## config.mk

```make
export PLATFORM = sky130hd
export DESIGN_NAME = uart_tx_frame
export DESIGN_NICKNAME = d
export VERILOG_FILES = /design/src/rtl/uart_tx_frame.sv
export SDC_FILE = /design/constraint.sdc
export NUM_CORES = 1
export LEC_CHECK = 0
export BUFFER_PORTS_ARGS = -buffer_cell sky130_fd_sc_hd__buf_2
export CORE_ASPECT_RATIO = 0.6
export CORE_MARGIN = 2
export CORE_UTILIZATION = 55
export DETAILED_ROUTE_END_ITERATION = 10
export PLACE_DENSITY_LB_ADDON = 0.08
export SLEW_MARGIN = 20
export SYNTH_ARGS = -nofsm -noshare
export SYNTH_HDL_FRONTEND = slang
export SYNTH_SLANG_ARGS = --single-unit
export TNS_END_PERCENT = 20
```

## constraint.sdc

```tcl
create_clock -name clk -period 2.4 [get_ports clk]
set_clock_uncertainty 0.2 [all_clocks]
set_input_delay 0.48 -clock clk [delete_from_list [all_inputs] [get_ports clk]]
set_output_delay 0.48 -clock clk [all_outputs]
set_load 0.01 [all_outputs]
```

## src/rtl/uart_tx_frame.sv

```systemverilog
`timescale 1ns/1ps
// uart_tx_frame
//   Parametrised UART transmitter: state machine, bit timer, bit counter and
//   shift register in one block. A frame is a start bit, WORD_LENGTH data bits
//   (LSB first), an optional parity bit and STOP_BITS stop bits.
//
//   Optional feature macro: UART_TX_PARITY_EN
//     defined   -> a parity bit follows the data bits (even, or odd when
//                  PARITY_ODD=1), computed from data_in at the accept edge
//     undefined -> no parity state or logic; PARITY_ODD is ignored
//
//   state  | meaning
//   -------+-----------------------------------------------------
//   IDLE   | line high, ready=1, waiting for transmit
//   START  | start bit (low) for one bit period
//   DATA   | WORD_LENGTH data bits, LSB first
//   PARITY | parity bit for one bit period (UART_TX_PARITY_EN only)
//   STOP   | STOP_BITS stop bits (high)
//   DONE   | single cycle, TX_flag=1, then back to IDLE
//
// Ports:
//   clk        in   system clock, rising edge
//   reset      in   asynchronous active-low reset
//   data_in    in   word to send, latched on the accept edge
//   transmit   in   send request, accepted only while ready=1
//   ready      out  high only in IDLE
//   busy       out  ~ready
//   serial_out out  registered serial line, idles high
//   TX_flag    out  one-cycle pulse after the last stop bit
module uart_tx_frame #(
  parameter int WORD_LENGTH  = 8,
  parameter int CLKS_PER_BIT = 208,
  parameter int STOP_BITS    = 1,
  parameter int PARITY_ODD   = 0
) (
  input  logic                   clk,
  input  logic                   reset,
  input  logic [WORD_LENGTH-1:0] data_in,
  input  logic                   transmit,
  output logic                   ready,
  output logic                   busy,
  output logic                   serial_out,
  output logic                   TX_flag
);

  localparam int TW = $clog2(CLKS_PER_BIT);
  localparam int BW = $clog2(WORD_LENGTH + 1);

  localparam logic [TW-1:0] TIMER_LAST = TW'(CLKS_PER_BIT - 1);
  localparam logic [BW-1:0] DATA_LAST  = BW'(WORD_LENGTH - 1);
  localparam logic [BW-1:0] STOP_LAST  = BW'(STOP_BITS - 1);

  typedef enum logic [2:0] {
    IDLE   = 3'd0,
    START  = 3'd1,
    DATA   = 3'd2,
    STOP   = 3'd3,
    DONE   = 3'd4
`ifdef UART_TX_PARITY_EN
    ,
    PARITY = 3'd5
`endif
  } state_t;

  state_t                 state_q;
  state_t                 state_d;
  logic [TW-1:0]          timer_q;
  logic [BW-1:0]          bit_cnt_q;
  logic [WORD_LENGTH-1:0] shift_q;
  logic                   serial_d;
  logic                   bit_end;
  logic                   accept;

`ifdef UART_TX_PARITY_EN
  logic parity_q;
`else
  logic unused_parity_odd;
  assign unused_parity_odd = (PARITY_ODD != 0);
`endif

  assign bit_end = (timer_q == TIMER_LAST);
  assign busy    = ~ready;

  always_ff @(posedge clk or negedge reset) begin
    if (!reset) begin
      state_q <= IDLE;
    end else begin
      state_q <= state_d;
    end
  end

  // serial_d is the value the line should carry for the current state; it is
  // registered into serial_out, which gives the one-cycle launch latency.
  always_comb begin
    state_d  = state_q;
    serial_d = 1'b1;
    ready    = 1'b0;
    TX_flag  = 1'b0;
    accept   = 1'b0;
    case (state_q)
      IDLE: begin
        ready = 1'b1;
        if (transmit) begin
          accept  = 1'b1;
          state_d = START;
        end
      end
      START: begin
        serial_d = 1'b0;
        if (bit_end) state_d = DATA;
      end
      DATA: begin
        serial_d = shift_q[0];
        if (bit_end && (bit_cnt_q == DATA_LAST)) begin
`ifdef UART_TX_PARITY_EN
          state_d = PARITY;
`else
          state_d = STOP;
`endif
        end
      end
`ifdef UART_TX_PARITY_EN
      PARITY: begin
        serial_d = parity_q;
        if (bit_end) state_d = STOP;
      end
`endif
      STOP: begin
        if (bit_end && (bit_cnt_q == STOP_LAST)) state_d = DONE;
      end
      DONE: begin
        TX_flag = 1'b1;
        state_d = IDLE;
      end
      default: state_d = IDLE;
    endcase
  end

  always_ff @(posedge clk or negedge reset) begin
    if (!reset) begin
      serial_out <= 1'b1;
      timer_q    <= '0;
      bit_cnt_q  <= '0;
      shift_q    <= '0;
`ifdef UART_TX_PARITY_EN
      parity_q   <= 1'b0;
`endif
    end else begin
      serial_out <= serial_d;

      if ((state_q == IDLE) || (state_q == DONE) || bit_end) begin
        timer_q <= '0;
      end else begin
        timer_q <= timer_q + 1'b1;
      end

      // The same counter tracks data bits and then stop bits; it clears
      // whenever the state it was counting for is left.
      if (state_q == IDLE) begin
        bit_cnt_q <= '0;
      end else if (((state_q == DATA) || (state_q == STOP)) && bit_end) begin
        if (state_d != state_q) bit_cnt_q <= '0;
        else                    bit_cnt_q <= bit_cnt_q + 1'b1;
      end

      if (accept) begin
        shift_q <= data_in;
      end else if ((state_q == DATA) && bit_end) begin
        shift_q <= shift_q >> 1;
      end

`ifdef UART_TX_PARITY_EN
      if (accept) parity_q <= (^data_in) ^ (PARITY_ODD != 0);
`endif
    end
  end

endmodule

```

==> After elaboration in Yosys (flattened, before gate mapping) <==
Cells that the tools add are included.
{ "totals": {"reg_bits": 24, "inputBits": 11, "word_cells": 42} }
{ "op_classes": {"n_addsub": 2, "eq_ne": 7, "n_mux": 16, "bitwise_logic": 1, "reduce_logical": 11} }
{ "op_table": {"columns": ["op", "n"], "rows": [
  ["$mux W8", 3],
  ["$mux W3", 4],
  ["$mux W4", 3],
  ["$pmux W3 S4", 1],
  ["$add A8 B1 Y8 const B", 1],
  ["$eq A8 B8 Y1 const B", 1],
  ["$eq A3 B2 Y1 const B", 2],
  ["$add A4 B1 Y4 const B", 1],
  ["$eq A4 B3 Y1 const B", 1],
  ["$logic_and A1 B1 Y1", 4],
  ["$logic_not A4 Y1", 1],
  ["$mux W1", 4],
  ["$reduce_bool A2 Y1", 2],
  ["$eq A3 B1 Y1 const B", 1],
  ["$eq A3 B3 Y1 const B", 1],
  ["$logic_not A3 Y1", 1],
  ["$logic_or A1 B1 Y1", 3],
  ["$ne A3 B3 Y1", 1],
  ["$pmux W1 S2", 1],
  ["$not A1 Y1", 1]
]} }

==> Depth between registers and ports, before layout <==
Gate-level depths: netlist (run 1).
{ "logic_depth": {"ltp_word": 8, "mapped_depth": 8, "depth_no_buf": 6} }

==> Worst setup path before layout (run 1) <==
OpenSTA, ideal clock, no wires.
{ "synth_timing": {"path_type": "register to register", "from": "register timer_q[0]", "to": "register shift_q[0]", "setup_time_ns": 0.118, "arrival_time_ns": 1.386, "slack_ns": 0.696, "stages_incl_launch_ff": 6, "n_path_buf": 0, "path_cell_list": "dfrtp_1 -> ha_1 -> nand3_2 -> nor4_4 -> nor2_2 -> a21o_1"} }
{ "synth_between": {"elab_chain_cells": 3} }
{ "synth_rtl": {"columns": ["item", "line_no", "rtl"], "rows": [
  ["from (decl)", "67", "logic [TW-1:0] timer_q;"],
  ["from (signal assigned)", "154", "timer_q <= timer_q + 1'b1;"],
  ["$eq A8 B8 Y1", "81", "assign bit_end = (timer_q == TIMER_LAST);"],
  ["$logic_and A1 B1 Y1", "168", "end else if ((state_q == DATA) && bit_end) begin"],
  ["$reduce_bool A2 Y1 (no source line)", null, null],
  ["to (signal assigned)", "167", "shift_q <= data_in;"],
  ["to (signal assigned)", "169", "shift_q <= shift_q >> 1;"],
  ["to (decl)", "69", "logic [WORD_LENGTH-1:0] shift_q;"]
]} }
Every way passes these cells.
A chain may end at the register's enable or synchronous reset.

==> Worst setup path after layout (run 1) <==
{ "layout_timing": {"from": "register state_q[0]", "to": "register shift_q[6]"} }
{ "layout_between": {"elab_chain_cells": 3, "word_cells_on_any_way": 6} }
{ "layout_rtl": {"columns": ["item", "line_no", "rtl"], "rows": [
  ["from (decl)", "65", "state_t state_q;"],
  ["from (signal assigned)", "88", "state_q <= state_d;"],
  ["$logic_not A3 Y1 / $eq A3 B2 Y1 (equally long branches)", "100, 168", null],
  ["$mux W1 / $logic_and A1 B1 Y1 (equally long branches)", "100, 168", null],
  ["$mux W8 / $reduce_bool A2 Y1 (equally long branches)", null, null]
]} }
Several ways; a longest one is shown, not always the timed one.

==> results of run 1 <==
==> layout make-up <==
type,count,area share (%)
clock buffer,4,3.925
inverter,6,1.606
multi-input combinational,84,43.18
sequential,24,42.91
tap,30,2.676
timing repair buffer,15,5.709
==> sequential cells by signal, indices dropped and copies added, names as in the netlist <==
signal and cells:
serial_out 1, bit_cnt_q 4, shift_q 8, timer_q 8
state_q 3
==> worst max-delay path: cells and delay by family (launching register included) <==
family,cells,cell delay (ps)
compound gates,1,220
simple gates,3,940
flops,1,510
==> how the worst max path moves through the flow <==
stage / start / end / cells after the start / slack (ps)
after floorplan: timer_q[0] / shift_q[0] / 5 / 700
after global placement: state_q[0] / shift_q[2] / 4 / 510
after detailed placement: state_q[0] / shift_q[3] / 4 / 450
after CTS: state_q[0] / ready / 4 / 430
after global routing: state_q[0] / shift_q[6] / 4 / 330
final: state_q[0] / shift_q[6] / 4 / 420
==> routing by layer <==
metal	GRT usage, %	up-vias	share of wire (%)	routed length [um]
met1	27.90	440	52	1245
li1	-	451	-	-
met2	32.07	21	42	1016
met5	0	-	0	0
met4	6.250	0	1.2	29
met3	5.769	4	4.5	109
==> cells by family (layout without fill, tap and decap cells) <==
group	count (synthesis)	in the layout	synth area share, %
adders and majority gates	3	3	2.988
AOI/OAI and AO/OA	29	29	15.74
xor gates and xnor gates	6	6	4.184
buffers and inverters	9	25	3.884
and+or+nand+nor	46	46	25.30
DFF	24	24	47.91
==> cells in the mapped netlist (all sizes together), types with 2 or more instances <==
library cell,count
xor2,3
a21o,7
nand3,7
nor3,3
nand2b,3
nand3b,2
ha,3
nor2,11
inv,6
nand4bb,2
xnor2,3
o21ai,7
a22o,7
dfrtp,23
nand4,2
a21oi,4
nand2,7
buf,2
==> through the flow <==
stage / power [uW] / instances / hold slack (ps) / cell area [um^2] / setup slack (ps)
4_1_cts: 702.0 / 163 / 228.9 / 1403 / 434.3
2_1_floorplan: 412.4 / 117 / -15.59 / 1256 / 695.7
3_5_place_dp: 428.0 / 158 / 266.7 / 1338 / 451.1
6_report: 688.6 / 163 / 229.3 / 1403 / 422.7
3_3_place_gp: 427.6 / 158 / 245.5 / 1338 / 506.1
5_1_grt: 719.3 / 163 / 252.0 / 1403 / 327.3
==> power by group <==
part	switching, uW	total [uW]	leakage, uW	internal [uW]
sequential	0	404	0.000307	404
combinational	9.65	16.5	0.000370	6.84
clock	122	268	0.0000288	146
==> results.py, run 1 <==
metrics = {
    "hold_path": {
        "min_to": "shift_q[7]",
        "worstHoldStart": "data_in[7]",
        "whs_path_depth": 3,
        "hold_class": "in2reg",
    },
    "critical_path": {
        "reg2reg_slack_ps": 420,
        "cp-end-kind": "flip-flop",
        "r2r_start": "state_q[0]",
        "reg2reg_depth": 4,
        "cp.required_ps": 2360,
        "startpoint_type": "flip-flop",
        "arrival_ps": 1940,
        "crit_fanout": 12,
        "rr_endpoint": "shift_q[6]",
        "critPathSlowestCell": "nor4_4",
        "path_cells": "nand2b_4 > nor4_4 > nor2_2 > a21o_1",
        "critPathKind": "reg2reg",
        "critPathMaxStageDelay_ps": 560,
    },
    "floorplan": {
        "row_count": 13,
        "die_w_um": 65.70,
        "dieArea_um2": 2695,
        "die_h_um": 41.02,
        "ios": 15,
        "start_util_pct": 58.07,
        "core_area_um2": 2163,
    },
    "clock_tree": {
        "root_buffer": "clkbuf_8",
        "clockBufferDepth": 2,
        "clock_sinks": 24,
        "cts.clk_slew.worst_paths_ps": 80,
        "cts_setup_buffers": 0,
        "cts_buffers": 3,
        "htree_levels": 1,
        "hold_buffers": 1,
        "clk_latency_ps": 260,
        "cts_tree": "done",
        "post_cts_resized": 0,
    },
    "detailed_routing": {
        "via_per_inst": 5.620,
        "wirelength_um": 2400,
        "first_pass_iters": 4,
        "vias": 916,
        "wl_per_cell_um": 14.72,
        "ant_nets": 0,
        "drc": 0,
        "drt-initial-drc-count": 28,
    },
    "flow_run": {
        "maxCapViolCount": 0,
    },
    "power_and_ir_drop": {
        "p_leak_uw": 0.0007053,
        "p_per_area_nw_per_um2": 491.0,
        "peakVddDrop_uv": 297.2,
    },
    "placement": {
        "io_buffers": 14,
        "place.gp.congestion": 0.7983,
        "dp_hpwl_um": 1774,
    },
    "sta": {
        "hold_viol_final": 0,
        "finalSetupViolations": 0,
        "tightestPinTransition_ps": 623.8,
        "rsz0062_at_grt": "false",
        "maxSlewHeadroom_pct": 58.41,
        "fin_setup_tns_ps": 0,
        "drv_slew": 0,
        "fmax_ghz": 0.5057,
        "finalCritPeriodShare_pct": 82.39,
        "period_minus_slack_ps": 1977,
    },
    "global_routing": {
        "grt_pass1_wl_um": 3836,
        "grt_max_degree": 25,
        "grt_pass1_vias": 826,
        "grt_overflow": 0,
        "antenna_found_initial": 0,
        "track_usage_pct": 20.36,
    },
    "synthesis": {
        "async_flop_share_pct": 100.0,
        "ys_seq_elements": 24,
        "synth-main-ff-cell": "dfrtp_1",
        "synth-edff-count": 0,
        "synthTopCellsByArea": "dfrtp_1 (46%), a22o_1 (4.9%), a21o_1 (4.2%), ha_1 (3.0%), o21ai_0 (2.8%)",
        "yosys_warnings": 0,
        "synth-seq-area-share_pct": 47.91,
        "synth_nets": 131,
        "ys_types": 39,
        "synth_area_per_cell_um2": 10.74,
        "netlist_area_um2": 1256,
        "yosysTopAreaCellShare_pct": 45.82,
        "synthCells": 117,
        "synth.largest_area_cell": "dfrtp_1",
    },
    "finish": {
        "multiInputGateArea_um2": 605.6,
        "nFillCells": 177,
        "postLayoutCoreUtil_pct": 64.84,
        "mostFrequentLayoutCell": "dfrtp_1",
        "regArea_um2": 601.8,
        "nets": 148,
        "n_antenna_cell": 0,
        "most-common-layout-cells": "dfrtp_1 (23), buf_2 (14), nor2_1 (9)",
        "area_growth_pct": 11.65,
        "drive_above_1_share_pct": 23.31,
    },
    "status": {
        "status": "finished clean",
    },
}
(Power assumes the default switching activity.)
==> run 2, diff against run 1 <==
==> constraint.sdc (replaced) <==
create_clock -name clk -period 2 [get_ports clk]
set_clock_uncertainty 0.2 [all_clocks]
set_input_delay 0.4 -clock clk [delete_from_list [all_inputs] [get_ports clk]]
set_output_delay 0.4 -clock clk [all_outputs]
set_load 0.01 [all_outputs]
==> results.py, run 2 (synthesized netlist as in run 1, its figures left out) <==
metrics = {
    "finish": {
        "nFillCells": 182,
        "drive_above_1_share_pct": 25.00,
        "n_antenna_cell": 0,
        "final_cell_area_um2": 1441,
        "regArea_um2": 601.8,
        "most-common-layout-cells": "dfrtp_1 (23), buf_2 (14), nor2_1 (9)",
        "area_growth_pct": 14.74,
        "mostFrequentLayoutCell": "dfrtp_1",
        "top_regs": "shift_q x8, timer_q x8, bit_cnt_q x4",
        "nets": 151,
        "multiInputGateArea_um2": 605.6,
    },
    "critical_path": {
        "arrival_ps": 1830,
        "critPathMaxStageDelay_ps": 400,
        "crit_fanout": 7,
        "path_delay_family": "simple AND/OR/NAND/NOR gates",
        "critPathSlowestCell": "dfrtp_1",
        "cp.required_ps": 1960,
        "critPathKind": "reg2reg",
        "path_cells": "ha_1 > and3_1 > nand4_1 > a31o_2",
        "worstPathBufferInverterCount": 0,
        "startpoint_type": "flip-flop",
        "cp-end-kind": "flip-flop",
    },
    "floorplan": {
        "core_area_um2": 2163,
        "row_count": 13,
        "ios": 15,
        "start_util_pct": 58.07,
        "die_w_um": 65.70,
        "dieArea_um2": 2695,
        "die_h_um": 41.02,
    },
    "detailed_routing": {
        "drt-initial-drc-count": 22,
        "drc": 0,
        "vias": 928,
        "via_per_inst": 5.590,
        "first_pass_iters": 4,
        "wirelength_um": 2428,
        "wl_per_cell_um": 14.63,
        "ant_nets": 0,
    },
    "clock_tree": {
        "clk_latency_ps": 270,
        "htree_levels": 1,
        "cts_buffers": 3,
        "post_cts_resized": 0,
        "cts_tree": "done",
        "clockBufferDepth": 2,
        "cts.clk_slew.worst_paths_ps": 90,
        "clock_sinks": 24,
        "root_buffer": "clkbuf_8",
    },
    "placement": {
        "dpl_worst_slack_ps": 214.1,
        "place.gp.congestion": 0.8411,
        "dp_hpwl_um": 1734,
        "io_buffers": 14,
        "place_area_um2": 1360,
    },
    "flow_run": {
        "maxCapViolCount": 0,
    },
    "global_routing": {
        "track_usage_pct": 20.54,
        "grt_util_met3_pct": 6.593,
        "grt_pass1_wl_um": 3857,
        "grt_use_met2_pct": 28.28,
        "grtUsageMet1_pct": 30.07,
        "antenna_found_initial": 0,
        "grt_max_degree": 25,
        "busiest_layer": "met1",
        "grt_pass1_vias": 791,
        "grt_overflow": 0,
    },
    "sta": {
        "finalSetupViolations": 0,
        "drv_slew": 0,
        "finalCritPeriodShare_pct": 93.20,
        "hold_viol_final": 0,
        "tightestPinTransition_ps": 522.6,
        "period_minus_slack_ps": 1864,
        "maxSlewHeadroom_pct": 65.16,
        "fin_setup_tns_ps": 0,
        "layout_setup_ws_ps": 136.1,
        "rsz0062_at_grt": "false",
        "fmax_ghz": 0.5365,
    },
    "power_and_ir_drop": {
        "p_per_area_nw_per_um2": 647.4,
        "p_leak_uw": 0.0007273,
        "peakVddDrop_uv": 457.2,
    },
    "status": {
        "status": "finished clean",
    },
    "hold_path": {
        "hold_class": "in2reg",
    },
}
==> run 2: cell count changes in the layout (fill, tap and decap cells not counted), sizes merged <==
cell,before,now
buf,14,17
clkbuf,4,3
bufinv,0,1
==> run 2: routing by layer <==
| layer | wire (um) | share of wire [%] |
|---|---|---|
| met1 | 1310 | 54 |
| met2 | 998 | 41 |
| met3 | 90 | 3.7 |
| met4 | 29 | 1.2 |
| met5 | 0 | 0 |
==> run 2: worst paths after layout <==
check | slack [ps] | startpoint | depth (start not counted) | end
max in group asynchronous | 810 | reset | 2 | serial_out
min reg2reg | 280 | shift_q[4] | 1 | shift_q[4]
min in group asynchronous | 430 | reset | 2 | timer_q[5]
min | 140 | data_in[7] | 3 | shift_q[7]
max reg2reg | 140 | timer_q[0] | 4 | bit_cnt_q[2]
max | 140 | timer_q[0] | 4 | bit_cnt_q[2]
==> run 2: layout make-up <==
| class | instances | area share (%) |
|---|---|---|
| clock buffers | 3 | 2.865 |
| flip-flops and latches | 24 | 41.75 |
| well taps | 30 | 2.604 |
| inverters | 6 | 1.563 |
| repair buffers | 18 | 7.118 |
| multi-input cells | 84 | 42.01 |
| clock inverters | 1 | 2.083 |
==> run 2: timing repair <==
item | 4_1_cts | 5_1_grt
hold buffers | 1 | 0
setup buffers | 0 | 0
endpoints found under the hold margin | 23 | 0
==> run 2: per-stage QoR <==
step | total power [uW] | cells | utilization [%] | hold WS, ps
4_1_cts | 940.1 | 166 | 66.63 | 136.0
6_report | 933.2 | 166 | 66.63 | 144.7
3_5_place_dp | 513.7 | 161 | 62.87 | 210.9
3_3_place_gp | 513.1 | 161 | 62.87 | 206.7
2_1_floorplan | 494.8 | 117 | - | -95.59
5_1_grt | 963.5 | 166 | 66.63 | 146.7
==> run 2: power breakdown <==
| part | total [uW] | switching [uW] | internal, uW |
|---|---|---|---|
| sequential | 485 | 0 | 485 |
| combinational | 19.8 | 11.6 | 8.22 |
| clock | 429 | 161 | 268 |
| total | 933 | 172 | 761 |
==> run 2: tightest hold or removal path, stage by stage <==
cell and delay (ps):
buf_2 70, nand2_1 30, o21ai_0 70
